<file path="src/rtl/iomem_periph_pkg.sv">
// Shared constants, types and helpers for the iomem peripheral block.
package iomem_periph_pkg;

   localparam int unsigned DATA_W = 32;
   localparam int unsigned STRB_W = DATA_W / 8;
   localparam int unsigned OFF_W  = 6;
   localparam int unsigned CTRL_W = 3;

   // Word offsets, i.e. iomem_addr[7:2]
   localparam logic [OFF_W-1:0] OFF_LED  = 6'h00;
   localparam logic [OFF_W-1:0] OFF_SW   = 6'h01;
   localparam logic [OFF_W-1:0] OFF_CNT  = 6'h02;
   localparam logic [OFF_W-1:0] OFF_CMP  = 6'h03;
   localparam logic [OFF_W-1:0] OFF_CTRL = 6'h04;
   localparam logic [OFF_W-1:0] OFF_STAT = 6'h05;

   localparam int unsigned CTRL_EN          = 0;
   localparam int unsigned CTRL_AUTO_RELOAD = 1;
   localparam int unsigned CTRL_IRQ_EN      = 2;
   localparam int unsigned STAT_MATCH       = 0;

   typedef enum logic {ST_IDLE, ST_ACK} state_t;

   typedef struct packed {
      logic              cnt_we;
      logic              cmp_we;
      logic [STRB_W-1:0] strb;
      logic [DATA_W-1:0] data;
   } tmr_wr_t;

   // Replace only the strobed bytes of old_v with new_v
   function automatic logic [DATA_W-1:0] merge_bytes(input logic [DATA_W-1:0] old_v,
                                                     input logic [DATA_W-1:0] new_v,
                                                     input logic [STRB_W-1:0] strb);
      logic [DATA_W-1:0] r;
      r = old_v;
      for (int unsigned b = 0; b < STRB_W; b++)
         if (strb[b]) r[8*b +: 8] = new_v[8*b +: 8];
      return r;
   endfunction

endpackage

</file>
<file path="src/rtl/iomem_timer.sv">
// 32-bit free-running timer with compare, sticky match flag and optional auto-reload.
module iomem_timer
   import iomem_periph_pkg::*;
(
   input  logic              clk,
   input  logic              resetn,
   input  tmr_wr_t           wr,
   input  logic              en,
   input  logic              auto_reload,
   input  logic              match_clr,
   output logic [DATA_W-1:0] cnt,
   output logic [DATA_W-1:0] cmp,
   output logic              match,
   output logic [DATA_W-1:0] cnt_nxt_c,
   output logic [DATA_W-1:0] cmp_nxt_c,
   output logic              match_nxt_c
);

   logic hit_c;

   assign hit_c = en && (cnt == cmp);

   // Bus write beats increment/reload; a match set beats a W1C clear
   always_comb begin
      cnt_nxt_c = cnt;
      if (wr.cnt_we)
         cnt_nxt_c = merge_bytes(cnt, wr.data, wr.strb);
      else if (hit_c && auto_reload)
         cnt_nxt_c = '0;
      else if (en)
         cnt_nxt_c = cnt + 32'd1;
      cmp_nxt_c   = wr.cmp_we ? merge_bytes(cmp, wr.data, wr.strb) : cmp;
      match_nxt_c = hit_c | (match & ~match_clr);
   end

   always_ff @(posedge clk or negedge resetn) begin
      if (!resetn) begin
         cnt   <= '0;
         cmp   <= '1;
         match <= 1'b0;
      end else begin
         cnt   <= cnt_nxt_c;
         cmp   <= cmp_nxt_c;
         match <= match_nxt_c;
      end
   end

endmodule

</file>
<file path="src/rtl/iomem_periph.sv">
// iomem bus responder: LED register, synchronized switches and a compare timer
// in a 256-byte window, acknowledged with one wait state.
module iomem_periph
   import iomem_periph_pkg::*;
#(
   parameter logic [31:0] BASE_ADDR = 32'h0300_0000,
   parameter int unsigned LED_W     = 8,
   parameter int unsigned SW_W      = 8
) (
   input  logic              clk,
   input  logic              resetn,
   input  logic              iomem_valid,
   output logic              iomem_ready,
   input  logic [STRB_W-1:0] iomem_wstrb,
   input  logic [31:0]       iomem_addr,
   input  logic [DATA_W-1:0] iomem_wdata,
   output logic [DATA_W-1:0] iomem_rdata,
   output logic [LED_W-1:0]  leds,
   input  logic [SW_W-1:0]   switches,
   output logic              timer_irq
);

   state_t              state, state_nxt;
   logic                sel_c, acc_c, wr_c;
   logic [OFF_W-1:0]    off_c;
   logic [LED_W-1:0]    led_nxt_c;
   logic [CTRL_W-1:0]   ctrl, ctrl_nxt_c;
   logic [SW_W-1:0]     sw_meta, sw_sync;
   tmr_wr_t             tmr_wr_c;
   logic                match_clr_c;
   logic [DATA_W-1:0]   cnt, cmp, cnt_nxt_c, cmp_nxt_c, rd_c;
   logic                match, match_nxt_c;
   logic                unused_addr_lsb;

   assign sel_c           = iomem_valid && (iomem_addr[31:8] == BASE_ADDR[31:8]);
   assign acc_c           = (state == ST_IDLE) && sel_c;
   assign wr_c            = acc_c && (iomem_wstrb != '0);
   assign off_c           = iomem_addr[7:2];
   assign unused_addr_lsb = ^iomem_addr[1:0];

   // Write decode
   always_comb begin
      led_nxt_c       = leds;
      ctrl_nxt_c      = ctrl;
      tmr_wr_c.cnt_we = wr_c && (off_c == OFF_CNT);
      tmr_wr_c.cmp_we = wr_c && (off_c == OFF_CMP);
      tmr_wr_c.strb   = iomem_wstrb;
      tmr_wr_c.data   = iomem_wdata;
      match_clr_c     = wr_c && (off_c == OFF_STAT) && iomem_wstrb[0] && iomem_wdata[STAT_MATCH];
      if (wr_c && (off_c == OFF_LED))
         led_nxt_c = LED_W'(merge_bytes(DATA_W'(leds), iomem_wdata, iomem_wstrb));
      if (wr_c && (off_c == OFF_CTRL))
         ctrl_nxt_c = CTRL_W'(merge_bytes(DATA_W'(ctrl), iomem_wdata, iomem_wstrb));
   end

   // Read mux returns post-write values on a write
   always_comb begin
      rd_c = '0;
      case (off_c)
         OFF_LED:  rd_c = DATA_W'(led_nxt_c);
         OFF_SW:   rd_c = DATA_W'(sw_sync);
         OFF_CNT:  rd_c = wr_c ? cnt_nxt_c : cnt;
         OFF_CMP:  rd_c = wr_c ? cmp_nxt_c : cmp;
         OFF_CTRL: rd_c = DATA_W'(ctrl_nxt_c);
         OFF_STAT: rd_c[STAT_MATCH] = wr_c ? match_nxt_c : match;
         default:  rd_c = '0;
      endcase
   end

   always_comb begin
      state_nxt = state;
      case (state)
         ST_IDLE: if (sel_c) state_nxt = ST_ACK;
         ST_ACK:  state_nxt = ST_IDLE;
      endcase
   end

   always_ff @(posedge clk or negedge resetn) begin
      if (!resetn) begin
         state       <= ST_IDLE;
         iomem_ready <= 1'b0;
         iomem_rdata <= '0;
         leds        <= '0;
         ctrl        <= '0;
         sw_meta     <= '0;
         sw_sync     <= '0;
         timer_irq   <= 1'b0;
      end else begin
         state       <= state_nxt;
         iomem_ready <= acc_c;
         iomem_rdata <= acc_c ? rd_c : '0;
         leds        <= led_nxt_c;
         ctrl        <= ctrl_nxt_c;
         sw_meta     <= switches;
         sw_sync     <= sw_meta;
         timer_irq   <= match_nxt_c & ctrl_nxt_c[CTRL_IRQ_EN];
      end
   end

   iomem_timer u_timer (
      .clk         (clk),
      .resetn      (resetn),
      .wr          (tmr_wr_c),
      .en          (ctrl[CTRL_EN]),
      .auto_reload (ctrl[CTRL_AUTO_RELOAD]),
      .match_clr   (match_clr_c),
      .cnt         (cnt),
      .cmp         (cmp),
      .match       (match),
      .cnt_nxt_c   (cnt_nxt_c),
      .cmp_nxt_c   (cmp_nxt_c),
      .match_nxt_c (match_nxt_c)
   );

endmodule
</file>
<file path="config.mk">
export PLATFORM = sky130hd
export DESIGN_NAME = iomem_periph
export DESIGN_NICKNAME = d
export VERILOG_FILES = /design/src/rtl/iomem_periph_pkg.sv /design/src/rtl/iomem_timer.sv /design/src/rtl/iomem_periph.sv
export SDC_FILE = /design/constraint.sdc
export NUM_CORES = 1
export LEC_CHECK = 0
export ABC_AREA = 1
export BUFFER_PORTS_ARGS = -buffer_cell sky130_fd_sc_hd__buf_2
export CAP_MARGIN = 15
export CORE_ASPECT_RATIO = 1.4
export CORE_MARGIN = 2
export CORE_UTILIZATION = 50
export DETAILED_ROUTE_END_ITERATION = 16
export PLACE_DENSITY = 0.78
export SYNTH_ARGS = -nofsm -noshare
export SYNTH_HDL_FRONTEND = slang
export SYNTH_SLANG_ARGS = --single-unit
</file>
<file path="constraint.sdc">
create_clock -name clk -period 2.23 [get_ports clk]
set_input_delay 0.1115 -clock clk [delete_from_list [all_inputs] [get_ports clk]]
set_output_delay 0.1115 -clock clk [all_outputs]
set_load 0.02 [all_outputs]
</file>
==> load_flow_metrics.sql <==
INSERT INTO impl_metrics (metric_group, metric, value, unit) VALUES
('floorplan', 'full_die_area', '16450', 'sq um'),
('cells_and_area', 'finish.utilization', '62.66', '%'),
('placement', 'estimated_wirelength_of_the_detail_placed_design', '16.12', 'mm'),
('pwr', 'worst_ir_drop_vdd', '0.4090', 'mV'),
('outcome', 'status', 'complete, no violations', ''),
('timing', 'hold_violation_total_from_the_final_report', '0', ''),
('timing', 'hold_slack', '0.02472', 'ns'),
('timing', 'slew-limit-headroom', '64.41', '%'),
('floorplan', 'initial_utilization', '51.25', '%'),
('yosys', 'synth.cell_area', '7715', 'sq um'),
('yosys', 'postSynthNetCount', '1162', ''),
('floorplan', 'floorplan.io_pins', '121', ''),
('clock_tree', 'clock-root-buffer', 'sky130_fd_sc_hd__clkbuf_16', ''),
('clock_tree', 'worst_skew_pair.late_latency', '0.42', 'ns'),
('clock_tree', 'numClockSinks', '126', ''),
('timing', 'setup_viol', '0', ''),
('timing', 'timing_worst_slew_pin_value', '0.5339', 'ns'),
('grt', 'grt_start_max_net_pins', '56', ''),
('critical_path', 'cp_common_cell', 'sky130_fd_sc_hd__nand2_1', ''),
('cells_and_area', 'drive_gt1_share', '21.62', '%'),
('yosys', 'post_synth_inst_count', '1082', ''),
('timing', 'setup_total_negative_slack', '0', 'ns'),
('critical_path', 'path_class', 'reg -> reg', ''),
('yosys', 'syn-mean-instance-area', '7.130', 'sq um'),
('timing', 'min_period_over_period', '92.88', '%'),
('yosys', 'synth.yosys.warnings', '0', ''),
('worst_hold_path', 'min_path_type', 'in -> reg', ''),
('cells_and_area', 'nFillCells', '1362', ''),
('cells_and_area', 'antenna_cells', '0', ''),
('placement', 'gp_congestion', '0.9773', ''),
('timing', 'finalWorstPathRequiredPeriod', '2.071', 'ns'),
('drt', 'detailedRoute.firstPassIterationCount', '5', ''),
('clock_tree', 'h-tree-depth', '4', ''),
('timing', 'grt_setup_unrepaired', 'true', ''),
('critical_path', 'critPathRequiredTime', '2.52', 'ns'),
('drt', 'routedWlPerCell', '15.36', 'um'),
('floorplan', 'design.core.area', '15050', 'sq um'),
('yosys', 'synth_seq_area_share', '41.39', '%'),
('grt', 'via_count_of_the_first_global_routing_pass', '7643', ''),
('timing', 'maxSlewViolCount', '0', ''),
('clock_tree', 'cts.path.max_buffers', '2', ''),
('yosys', 'ys_seq_elements', '126', ''),
('floorplan', 'floorplan.die.height', '151.0', 'um'),
('clock_tree', 'tritoncts', 'done', ''),
('cells_and_area', 'finalNetCount', '1311', ''),
('job', 'max-cap-violations', '0', ''),
('critical_path', 'worst_path_arrival', '2.36', 'ns'),
('critical_path', 'critPathMaxStageDelay', '0.52', 'ns'),
('placement', 'worst_setup_slack_after_placement', '0.1820', 'ns'),
('critical_path', 'critical_path_maximum_fanout', '10', ''),
('critical_path', 'critical_path_cell_sequence', 'inv_1, nand2_1, nand2_1, inv_1, nand2_1, nor2_1, nand3_1, nor2_1, nand3_2, buf_4, nand3_1, nand3_1, nand2_1, a21oi_1', ''),
('clock_tree', 'cts.clk_slew.worst_paths', '0.06', 'ns'),
('floorplan', 'rows', '53', ''),
('drt', 'drt_iter0_drc', '497', ''),
('critical_path', 'worst_path_max_delay_cell', 'sky130_fd_sc_hd__dfstp_2', ''),
('drt', 'vias', '7746', ''),
('drt', 'route.antenna.remaining_nets', '0', ''),
('pwr', 'static-leakage-power', '4.714', 'nW'),
('drt', 'remaining_drc_errors', '0', ''),
('yosys', 'netlist-cell-type-count', '33', ''),
('grt', 'grt_util_all_layers', '27.82', '%'),
('grt', 'grt_antenna_before_repair', '0', ''),
('timing', 'post_route_worst_setup_slack', '0.1588', 'ns'),
('placement', 'count_of_input_and_output_buffers', '118', ''),
('floorplan', 'fp.dieW', '109.0', 'um'),
('pwr', 'totalPowerFinal', '5.449', 'mW'),
('critical_path', 'endpoint_kind', 'register', ''),
('cells_and_area', 'flow.area_growth_from_synthesis', '22.27', '%'),
('pwr', 'power-per-cell-area', '577.6', 'nW/um^2'),
('drt', 'finalWirelength', '22.05', 'mm'),
('drt', 'drt-vias-per-instance', '5.394', ''),
('grt', 'global_route.overflow_total', '0', ''),
('critical_path', 'cp-start-kind', 'register', ''),
('clock_tree', 'cts-buffers-inserted', '17', ''),
('timing', 'finalClockSkew', '0.008628', 'ns'),
('timing', 'max_clock_freq', '482.8', 'MHz'),
('grt', 'grt_first_pass_wirelength', '35.78', 'mm');
## what timing repair did
item / in CTS / in global routing
setup buffers: 0 / 1
hold buffers: 9 / 0
endpoints found under the hold margin: 33 / 0
endpoints found under the setup margin: 0 / 26
resized for setup: 0 / 12
## registers in the layout, indices dropped and copies added (netlist names)
signal,count
leds,8
sw_sync,8
ctrl,3
iomem_ready,1
iomem_rdata,32
timer_irq,1
u_timer.cnt,32
u_timer.cmp,32
sw_meta,8
u_timer.match,1
## path summary, 6_finish.rpt
kind / startpoint / end / slack (ns) / depth (start not counted)
min reg2reg: sw_meta[7] / sw_sync[7] / 0.34 / 0
min in group asynchronous: resetn / iomem_rdata[14] / 0.20 / 2
min: iomem_wdata[7] / leds[7] / 0.02 / 3
max reg2reg: u_timer.cmp[25] / iomem_rdata[22] / 0.16 / 14
max in group asynchronous: resetn / u_timer.cmp[7] / 1.26 / 3
max: u_timer.cmp[25] / iomem_rdata[22] / 0.16 / 14
## layer usage
layer	part of all wire, %	GRT usage (%)
met5	0	0
met4	3.6	13.85
met3	5.3	4.733
met2	52	49.84
met1	39	31.43
## per-stage QoR
stage | cells | area (sq um)
after CTS | 1435 | 9392
after floorplan | 1082 | 7715
after global routing | 1436 | 9433
final | 1436 | 9433
after global placement | 1394 | 8696
after detailed placement | 1394 | 8696
## critical path: cells and delay by family, from the launching register on
kind | cells | cell delay [ns]
buf+inv | 3 | 0.31
compound gates | 1 | 0.06
flops | 1 | 0.52
simple gates | 10 | 1.04
## Yosys cell counts (all sizes together)
| cell type | count | area [sq um] |
|---|---|---|
| a21oi | 92 | 460.4 |
| a22oi | 29 | 332.8 |
| and2 | 6 | 37.54 |
| buf | 12 | 63.80 |
| clkbuf | 25 | 93.84 |
| clkinv | 3 | 11.26 |
| dfrtp | 94 | 2352 |
| dfstp | 32 | 840.8 |
| ha | 1 | 12.51 |
| inv | 150 | 565.6 |
| nand2 | 300 | 1156 |
| nand3 | 110 | 550.5 |
| nand3b | 1 | 20.02 |
| nand4 | 20 | 131.4 |
| nor2 | 130 | 524.3 |
| nor3 | 14 | 96.35 |
| o211ai | 15 | 112.6 |
| o21a | 1 | 7.510 |
| o21ai | 17 | 85.08 |
| o22ai | 1 | 6.260 |
| xnor2 | 9 | 78.83 |
| xor2 | 20 | 175.2 |
## final cells by class
cell class	instances	area, sq um	share of cell area [%]
multi-input cells	766	3805	40.34
flip-flops and latches	126	3197	33.89
repair buffers	167	1008	10.69
inverters	153	576.8	6.115
clock buffers	19	442.9	4.696
well taps	192	240.2	2.547
clock inverters	13	162.7	1.724
## report_power, final
group          switching (mW)  internal [mW]  leakage, nW  total (mW)
logic                   0.165          0.100         2.90       0.265
registers             0.00552           2.30         1.53        2.31
clock network            1.08           1.79        0.290        2.87
total                    1.25           4.19         4.71        5.45
## cell families after synthesis
group / count (synthesis) / share of synthesized area [%]
XOR/XNOR: 29 / 3.292
adder cells (fa/ha/maj): 1 / 0.1622
flip-flops: 126 / 41.39
AND/OR/NAND/NOR: 581 / 32.61
buffers and inverters: 190 / 9.520
AO/OA/AOI/OAI: 155 / 13.02
## cell usage in the layout, fill, tap and decap left out, types with 15 or more instances in the layout
master and instances:
sky130_fd_sc_hd__xor2_1 20, sky130_fd_sc_hd__nor2_1 120, sky130_fd_sc_hd__a22oi_2 23, sky130_fd_sc_hd__clkbuf_16 17, sky130_fd_sc_hd__nand2_1 296, sky130_fd_sc_hd__o21ai_0 17, sky130_fd_sc_hd__nand4_1 19, sky130_fd_sc_hd__buf_4 39
sky130_fd_sc_hd__o211ai_1 15, sky130_fd_sc_hd__buf_2 117, sky130_fd_sc_hd__dfrtp_1 91, sky130_fd_sc_hd__dfstp_2 32, sky130_fd_sc_hd__inv_1 149, sky130_fd_sc_hd__a21oi_1 92, sky130_fd_sc_hd__nand3_1 109
Note: power is estimated with default switching activity, not from simulation.
